**src/rtl/tinker_pkg.sv**
```systemverilog
// Shared types and constants for the tinker multi-cycle sequencer.
// Holds the FSM state encoding, opcode map and field helpers.
package tinker_pkg;

  localparam int INSTR_W = 32;
  localparam int XLEN    = 64;

  typedef enum logic [2:0] {
    ST_FETCH     = 3'd0,
    ST_DECODE    = 3'd1,
    ST_EXECUTE   = 3'd2,
    ST_MEM       = 3'd3,
    ST_WRITEBACK = 3'd4,
    ST_HALT      = 3'd5,
    ST_FAULT     = 3'd6
  } state_e;

  localparam logic [4:0] OP_HALT     = 5'h0F;
  localparam logic [4:0] OP_LOAD     = 5'h10;
  localparam logic [4:0] OP_STORE    = 5'h13;
  localparam logic [4:0] OP_BR_FIRST = 5'h08;
  localparam logic [4:0] OP_BR_LAST  = 5'h0F;

  function automatic logic [4:0] opcode_of(
    input logic [INSTR_W-1:0] ins
  );
    return ins[31:27];
  endfunction

  function automatic logic [11:0] literal_of(
    input logic [INSTR_W-1:0] ins
  );
    return ins[11:0];
  endfunction

endpackage

```
**src/rtl/tinker_sequencer_if.sv**
```systemverilog
// Bundle of fetch, data-memory and datapath signals around the sequencer.
// master = sequencer side, slave = memory/datapath side.
interface tinker_sequencer_if;
  import tinker_pkg::*;

  logic               imem_req;
  logic [XLEN-1:0]    imem_addr;
  logic               imem_ack;
  logic [INSTR_W-1:0] imem_rdata;
  logic [INSTR_W-1:0] instruction;
  logic               dmem_req;
  logic               dmem_we;
  logic               dmem_ack;
  logic               branch_taken;
  logic [XLEN-1:0]    branch_target;
  logic               reg_write_en;
  logic [XLEN-1:0]    pc;
  logic               instr_retired;
  logic               halt;
  logic               fault;
  logic [2:0]         state_dbg;

  modport master (
    output imem_req, imem_addr, instruction,
    output dmem_req, dmem_we, reg_write_en,
    output pc, instr_retired, halt, fault,
    output state_dbg,
    input  imem_ack, imem_rdata, dmem_ack,
    input  branch_taken, branch_target
  );

  modport slave (
    input  imem_req, imem_addr, instruction,
    input  dmem_req, dmem_we, reg_write_en,
    input  pc, instr_retired, halt, fault,
    input  state_dbg,
    output imem_ack, imem_rdata, dmem_ack,
    output branch_taken, branch_target
  );

endinterface

```
**src/rtl/tinker_timeout_counter.sv**
```systemverilog
// Wait-cycle counter for outstanding memory requests.
// expired_o flags the last permitted unacknowledged cycle.
module tinker_timeout_counter #(
  parameter int TIMEOUT_CYCLES = 256
) (
  input  logic clk,
  input  logic reset,
  input  logic count_en_i,
  input  logic clear_i,
  output logic expired_o
);

  localparam int CW = (TIMEOUT_CYCLES > 2) ?
                      $clog2(TIMEOUT_CYCLES) : 1;
  localparam logic [CW-1:0] LAST = CW'(TIMEOUT_CYCLES - 1);

  logic [CW-1:0] count_q;
  logic [CW-1:0] count_d;

  always_comb begin
    count_d = count_q;
    if (clear_i)
      count_d = '0;
    else if (count_en_i)
      count_d = count_q + 1'b1;
  end

  always_ff @(posedge clk) begin
    if (reset)
      count_q <= '0;
    else
      count_q <= count_d;
  end

  assign expired_o = (count_q == LAST);

endmodule

```
**src/rtl/tinker_sequencer.sv**
```systemverilog
// Multi-cycle control FSM for the tinker core: owns PC and IR,
// fetches, sequences decode/execute/mem/writeback, gates reg writes.
module tinker_sequencer
  import tinker_pkg::*;
#(
  parameter logic [63:0] RESET_PC       = 64'h2000,
  parameter int          TIMEOUT_CYCLES = 256
) (
  input  logic                clk,
  input  logic                reset,
  tinker_sequencer_if.master  bus
);

  state_e             state_q, state_d;
  logic [XLEN-1:0]    pc_q, pc_d;
  logic [INSTR_W-1:0] instr_q, instr_d;
  logic               count_en;
  logic               expired;
  logic [4:0]         op;
  logic               is_mem;
  logic               no_wb;

  assign op     = opcode_of(instr_q);
  assign is_mem = (op == OP_LOAD) || (op == OP_STORE);
  assign no_wb  = ((op >= OP_BR_FIRST) && (op <= OP_BR_LAST))
               || (op == OP_STORE);

  tinker_timeout_counter #(
    .TIMEOUT_CYCLES (TIMEOUT_CYCLES)
  ) u_tmo (
    .clk        (clk),
    .reset      (reset),
    .count_en_i (count_en),
    .clear_i    (!count_en || (state_d != state_q)),
    .expired_o  (expired)
  );

  always_comb begin
    state_d  = state_q;
    pc_d     = pc_q;
    instr_d  = instr_q;
    count_en = 1'b0;
    unique case (state_q)
      ST_FETCH: begin
        count_en = !bus.imem_ack;
        if (bus.imem_ack) begin
          instr_d = bus.imem_rdata;
          state_d = ST_DECODE;
        end else if (expired) begin
          state_d = ST_FAULT;
        end
      end
      ST_DECODE: begin
        if (op == OP_HALT && literal_of(instr_q) == 12'd0)
          state_d = ST_HALT;
        else
          state_d = ST_EXECUTE;
      end
      ST_EXECUTE: begin
        state_d = is_mem ? ST_MEM : ST_WRITEBACK;
      end
      ST_MEM: begin
        count_en = !bus.dmem_ack;
        if (bus.dmem_ack)
          state_d = ST_WRITEBACK;
        else if (expired)
          state_d = ST_FAULT;
      end
      ST_WRITEBACK: begin
        pc_d    = bus.branch_taken ? bus.branch_target
                                   : pc_q + 64'd4;
        state_d = ST_FETCH;
      end
      ST_HALT, ST_FAULT: begin
        state_d = state_q;
      end
      default: begin
        state_d = ST_FAULT;
      end
    endcase
  end

  always_ff @(posedge clk) begin
    if (reset) begin
      state_q <= ST_FETCH;
      pc_q    <= RESET_PC;
      instr_q <= '0;
    end else begin
      state_q <= state_d;
      pc_q    <= pc_d;
      instr_q <= instr_d;
    end
  end

  // Strobes are held low for the whole reset cycle.
  assign bus.imem_req      = !reset && (state_q == ST_FETCH);
  assign bus.imem_addr     = pc_q;
  assign bus.dmem_req      = !reset && (state_q == ST_MEM);
  assign bus.dmem_we       = !reset && (state_q == ST_MEM)
                          && (op == OP_STORE);
  assign bus.reg_write_en  = !reset && (state_q == ST_WRITEBACK)
                          && !no_wb;
  assign bus.instr_retired = !reset && (state_q == ST_WRITEBACK);
  assign bus.instruction   = instr_q;
  assign bus.pc            = pc_q;
  assign bus.halt          = (state_q == ST_HALT);
  assign bus.fault         = (state_q == ST_FAULT);
  assign bus.state_dbg     = state_q;

endmodule

```
**src/flat_wrapper.sv**
```systemverilog
// flat-port wrapper written by rule: the top's interface ports become plain ports
module tinker_sequencer_flat import tinker_pkg::*;
#(
  parameter logic [63:0] RESET_PC       = 64'h2000,
  parameter int          TIMEOUT_CYCLES = 256
)
  (clk, reset, bus_imem_req, bus_imem_addr, bus_instruction, bus_dmem_req, bus_dmem_we, bus_reg_write_en, bus_pc, bus_instr_retired, bus_halt, bus_fault, bus_state_dbg, bus_imem_ack, bus_imem_rdata, bus_dmem_ack, bus_branch_taken, bus_branch_target);
  tinker_sequencer_if bus_i ();
  input  logic clk;
  input  logic reset;
  output wire logic [$bits(bus_i.imem_req)-1:0] bus_imem_req;
  output wire logic [$bits(bus_i.imem_addr)-1:0] bus_imem_addr;
  output wire logic [$bits(bus_i.instruction)-1:0] bus_instruction;
  output wire logic [$bits(bus_i.dmem_req)-1:0] bus_dmem_req;
  output wire logic [$bits(bus_i.dmem_we)-1:0] bus_dmem_we;
  output wire logic [$bits(bus_i.reg_write_en)-1:0] bus_reg_write_en;
  output wire logic [$bits(bus_i.pc)-1:0] bus_pc;
  output wire logic [$bits(bus_i.instr_retired)-1:0] bus_instr_retired;
  output wire logic [$bits(bus_i.halt)-1:0] bus_halt;
  output wire logic [$bits(bus_i.fault)-1:0] bus_fault;
  output wire logic [$bits(bus_i.state_dbg)-1:0] bus_state_dbg;
  input wire logic [$bits(bus_i.imem_ack)-1:0] bus_imem_ack;
  input wire logic [$bits(bus_i.imem_rdata)-1:0] bus_imem_rdata;
  input wire logic [$bits(bus_i.dmem_ack)-1:0] bus_dmem_ack;
  input wire logic [$bits(bus_i.branch_taken)-1:0] bus_branch_taken;
  input wire logic [$bits(bus_i.branch_target)-1:0] bus_branch_target;
  assign bus_imem_req = bus_i.imem_req;
  assign bus_imem_addr = bus_i.imem_addr;
  assign bus_instruction = bus_i.instruction;
  assign bus_dmem_req = bus_i.dmem_req;
  assign bus_dmem_we = bus_i.dmem_we;
  assign bus_reg_write_en = bus_i.reg_write_en;
  assign bus_pc = bus_i.pc;
  assign bus_instr_retired = bus_i.instr_retired;
  assign bus_halt = bus_i.halt;
  assign bus_fault = bus_i.fault;
  assign bus_state_dbg = bus_i.state_dbg;
  assign bus_i.imem_ack = bus_imem_ack;
  assign bus_i.imem_rdata = bus_imem_rdata;
  assign bus_i.dmem_ack = bus_dmem_ack;
  assign bus_i.branch_taken = bus_branch_taken;
  assign bus_i.branch_target = bus_branch_target;
  tinker_sequencer #(.RESET_PC(RESET_PC), .TIMEOUT_CYCLES(TIMEOUT_CYCLES)) u_core (.clk(clk), .reset(reset), .bus(bus_i));
endmodule
```
**config.mk**
```make
export PLATFORM = sky130hd
export DESIGN_NAME = tinker_sequencer_flat
export DESIGN_NICKNAME = d
export VERILOG_FILES = /design/src/rtl/tinker_pkg.sv /design/src/rtl/tinker_sequencer_if.sv /design/src/rtl/tinker_timeout_counter.sv /design/src/rtl/tinker_sequencer.sv /design/src/flat_wrapper.sv
export SDC_FILE = /design/constraint.sdc
export NUM_CORES = 1
export LEC_CHECK = 0
export ABC_AREA = 1
export BUFFER_PORTS_ARGS = -buffer_cell sky130_fd_sc_hd__buf_2
export CORE_MARGIN = 1.5
export CORE_UTILIZATION = 51
export DETAILED_ROUTE_END_ITERATION = 10
export HOLD_SLACK_MARGIN = 0.03
export PLACE_DENSITY = 0.84
export SYNTH_ARGS = -nofsm -noshare
export SYNTH_HDL_FRONTEND = slang
export SYNTH_SLANG_ARGS = --single-unit
```
**constraint.sdc**
```tcl
create_clock -name clk -period 2.52 [get_ports clk]
set_clock_uncertainty 0.05 [all_clocks]
set_input_delay 0.126 -clock clk [delete_from_list [all_inputs] [get_ports clk]]
set_output_delay 0.126 -clock clk [all_outputs]
set_load 0.005 [all_outputs]
```
==> impl_metrics.json <==
{
  "synth_edf_count": 0,
  "min_from": "bus_branch_target[6]",
  "yosys.area.top_type": "dfxtp_1",
  "drc": 0,
  "synth_ff_type": "dfxtp_1",
  "max_stage_delay_ps": 390,
  "start_util": 0.529,
  "path_clk_slew_ps": 80,
  "grtUsageMet3": 0.0833,
  "synth_top_area_frac": 0.288,
  "cts-htree-levels": 3,
  "dieHeight_um": 124,
  "post-route-util": 0.662,
  "met1_usage": 0.427,
  "nFillCells": 1303,
  "hold_viol": 0,
  "synth_seq_cells": 107,
  "nets": 1610,
  "holdPathStages": 3,
  "synthToLayoutAreaGrowth_pct": 25.1,
  "crit_path_end_kind": "output pin",
  "root_buffer": "clkbuf_16",
  "grt_max_degree": 66,
  "cp.required_ps": 2340,
  "hold_ws_ps": 28.2,
  "ys.warnings.count": 0,
  "finalInstanceArea_mm2": 0.00929,
  "drive_gt1_frac": 0.219,
  "slew-limit-headroom": 0.477,
  "postCtsSetupBuffers": 0,
  "syn_area_per_cell_um2": 5.87,
  "gp_congestion": 0.969,
  "timing.final.ws_setup_ps": 243,
  "cts.path.max_buffers": 2,
  "antenna_found_initial": 0,
  "whs_endpoint": "u_core.bus.imem_addr[6]",
  "ioPinCount": 271,
  "grt_pass1_vias": 8596,
  "dp_cells": 1621,
  "synth_fp_nets": 1367,
  "track_usage": 0.366,
  "power_mw": 4.03,
  "synth_area_leaders": "dfxtp_1, nand2_1, nor2_1",
  "yosysMostFrequentCell": "nand2_1",
  "dp_slack_ps": 384,
  "multi_input_area_mm2": 0.00415,
  "ff2ff_path_depth": 9,
  "core-area_mm2": 0.0140,
  "setup_tns_ps": 0,
  "grt_pass1_wl_mm": 43.1,
  "die_w_um": 124,
  "rsz0062_at_grt": "false",
  "cellPowerDensity_mw_per_mm2": 434,
  "arrival_ps": 2100,
  "setup_viol": 0,
  "synthCells": 1264,
  "power.internal_mw": 2.79,
  "top_usage_layer": "met2",
  "min_path_type": "primary input to register",
  "regArea_mm2": 0.00214,
  "clock_sinks": 107,
  "startpoint_type": "register",
  "vias": 9234,
  "rr_endpoint": "u_core.bus.imem_addr[57]",
  "crit_type": "register to output pin",
  "yosysSeqAreaShare": 0.288,
  "grt.met2_usage": 0.644,
  "ant_nets": 0,
  "rows": 43,
  "diodes": 0,
  "r2r_slack_ps": 330,
  "comb_power_share": 0.178,
  "layout.cells.non_filler": 1692,
  "swShare": 0.309,
  "dp_hpwl_mm": 20.2,
  "worst_pin_slew_ps": 784,
  "synthTopCellsByCount": "nand2_1, nor2_1, inv_1",
  "power_frac_seq": 0.463,
  "cp_slowest_cell": "dfxtp_1",
  "worstPathMaxFanout": 43,
  "wire_per_inst_um": 16.5,
  "syn-cell-area_mm2": 0.00743,
  "status": "complete, no violations",
  "r2r-start": "u_core.bus.imem_addr[9]",
  "cap_violations": 0,
  "p_clk_frac": 0.359,
  "clkLatencyLatePin_ps": 370,
  "routed_wl_mm": 28.0,
  "vias_per_cell": 5.46,
  "synth.distinct_cells": 36,
  "leakagePower_nw": 4.47,
  "dieArea_mm2": 0.0153,
  "cts-buffers-inserted": 9,
  "dpl_cell_area_mm2": 0.00845,
  "cts_tree": "yes",
  "synthArstFlopShare": 0,
  "timing.final.crit_share": 0.904,
  "overflow": 0,
  "fmax_mhz": 439,
  "fin_crit_ps": 2280,
  "drt_iter0_drc": 862,
  "io_buffers": 270,
  "vdd.ir_drop.worst_v": 0.000380,
  "power_switching_mw": 1.24,
  "dr.pass1.iters": 6,
  "cp_cell_sequence": "nor2_1 > inv_2 > nor2_4 > buf_6 > nand2_1 > buf_4 > nor3b_1 > buf_2",
  "slew_violations": 0
}
==> power by group through the flow <==
| stage | Clock (mW) | Sequential [mW] | Combinational (mW) |
|---|---|---|---|
| 5_1_grt | 1.54 | 1.88 | 0.789 |
| 2_1_floorplan | 0 | 1.89 | 0.364 |
| 3_5_place_dp | 0 | 1.90 | 0.625 |
| 3_3_place_gp | 0 | 1.89 | 0.618 |
| 6_report | 1.45 | 1.86 | 0.718 |
| 4_1_cts | 1.46 | 1.86 | 0.693 |
==> routing by layer <==
| layer | up-vias | part of all wire |
|---|---|---|
| li1 | 4441 | - |
| met3 | 79 | 0.091 |
| met2 | 517 | 0.49 |
| met1 | 4197 | 0.38 |
| met5 | - | 0 |
| met4 | 0 | 0.040 |
==> worst max-delay path: cells and delay by family, from the launching register on <==
kind / cells / cell delay (ps)
buffers and inverters: 4 / 780
DFF: 1 / 390
and+or+nand+nor: 4 / 560
==> state kept, by name, indices dropped and copies added, names as in the netlist <==
register and cells:
u_core.bus.imem_addr 64, u_core.bus.state_dbg 3, u_core.u_tmo.count_q 8, u_core.bus.instruction 32
==> worst max-delay path by stage <==
stage | start | endpoint | slack (ps) | cells after the start
final | u_core.bus.state_dbg[1] | bus_reg_write_en | 240 | 8
after CTS | u_core.bus.state_dbg[1] | bus_reg_write_en | 150 | 8
after floorplan | u_core.bus.imem_addr[2] | u_core.bus.imem_addr[36] | 690 | 12
after global routing | u_core.bus.state_dbg[1] | bus_reg_write_en | 100 | 8
after detailed placement | u_core.bus.imem_addr[9] | u_core.bus.imem_addr[57] | 380 | 9
after global placement | u_core.bus.imem_addr[9] | u_core.bus.imem_addr[57] | 380 | 9
==> kinds of logic (layout without fill, tap and decap cells) <==
logic type,Yosys count,count (layout),share of synthesized area
buffers and inverters,231,479,0.153
AND/OR/NAND/NOR,761,761,0.429
flip-flops,107,107,0.288
XOR/XNOR,13,13,0.0153
adder cells (fa/ha/maj),2,2,0.00337
AO/OA/AOI/OAI,150,150,0.111
==> placed cells by master, fill, tap and decap left out, types with 11 or more instances in the layout <==
cell / instances
dlygate4sd3_1: 55
nand2_1: 402
o21ai_0: 43
nand4_1: 17
nor2_1: 183
dfxtp_1: 107
buf_4: 11
nand3_1: 112
inv_1: 117
buf_2: 270
nor3_1: 19
a21oi_1: 76
==> area by class of cell <==
cell class,instances,area share
tap,180,0.0242
sequential,107,0.231
multi-input combinational,926,0.446
clock inverter,7,0.00727
inverter,125,0.0505
clock buffer,9,0.0242
timing repair buffer,338,0.217
==> what timing repair did <==
item,4_1_cts,5_1_grt
gates resized for setup,0,1
endpoints found under the hold margin,55,0
setup endpoints to repair,0,1
hold buffers,55,0
Note: power is estimated with default switching activity, not from simulation.
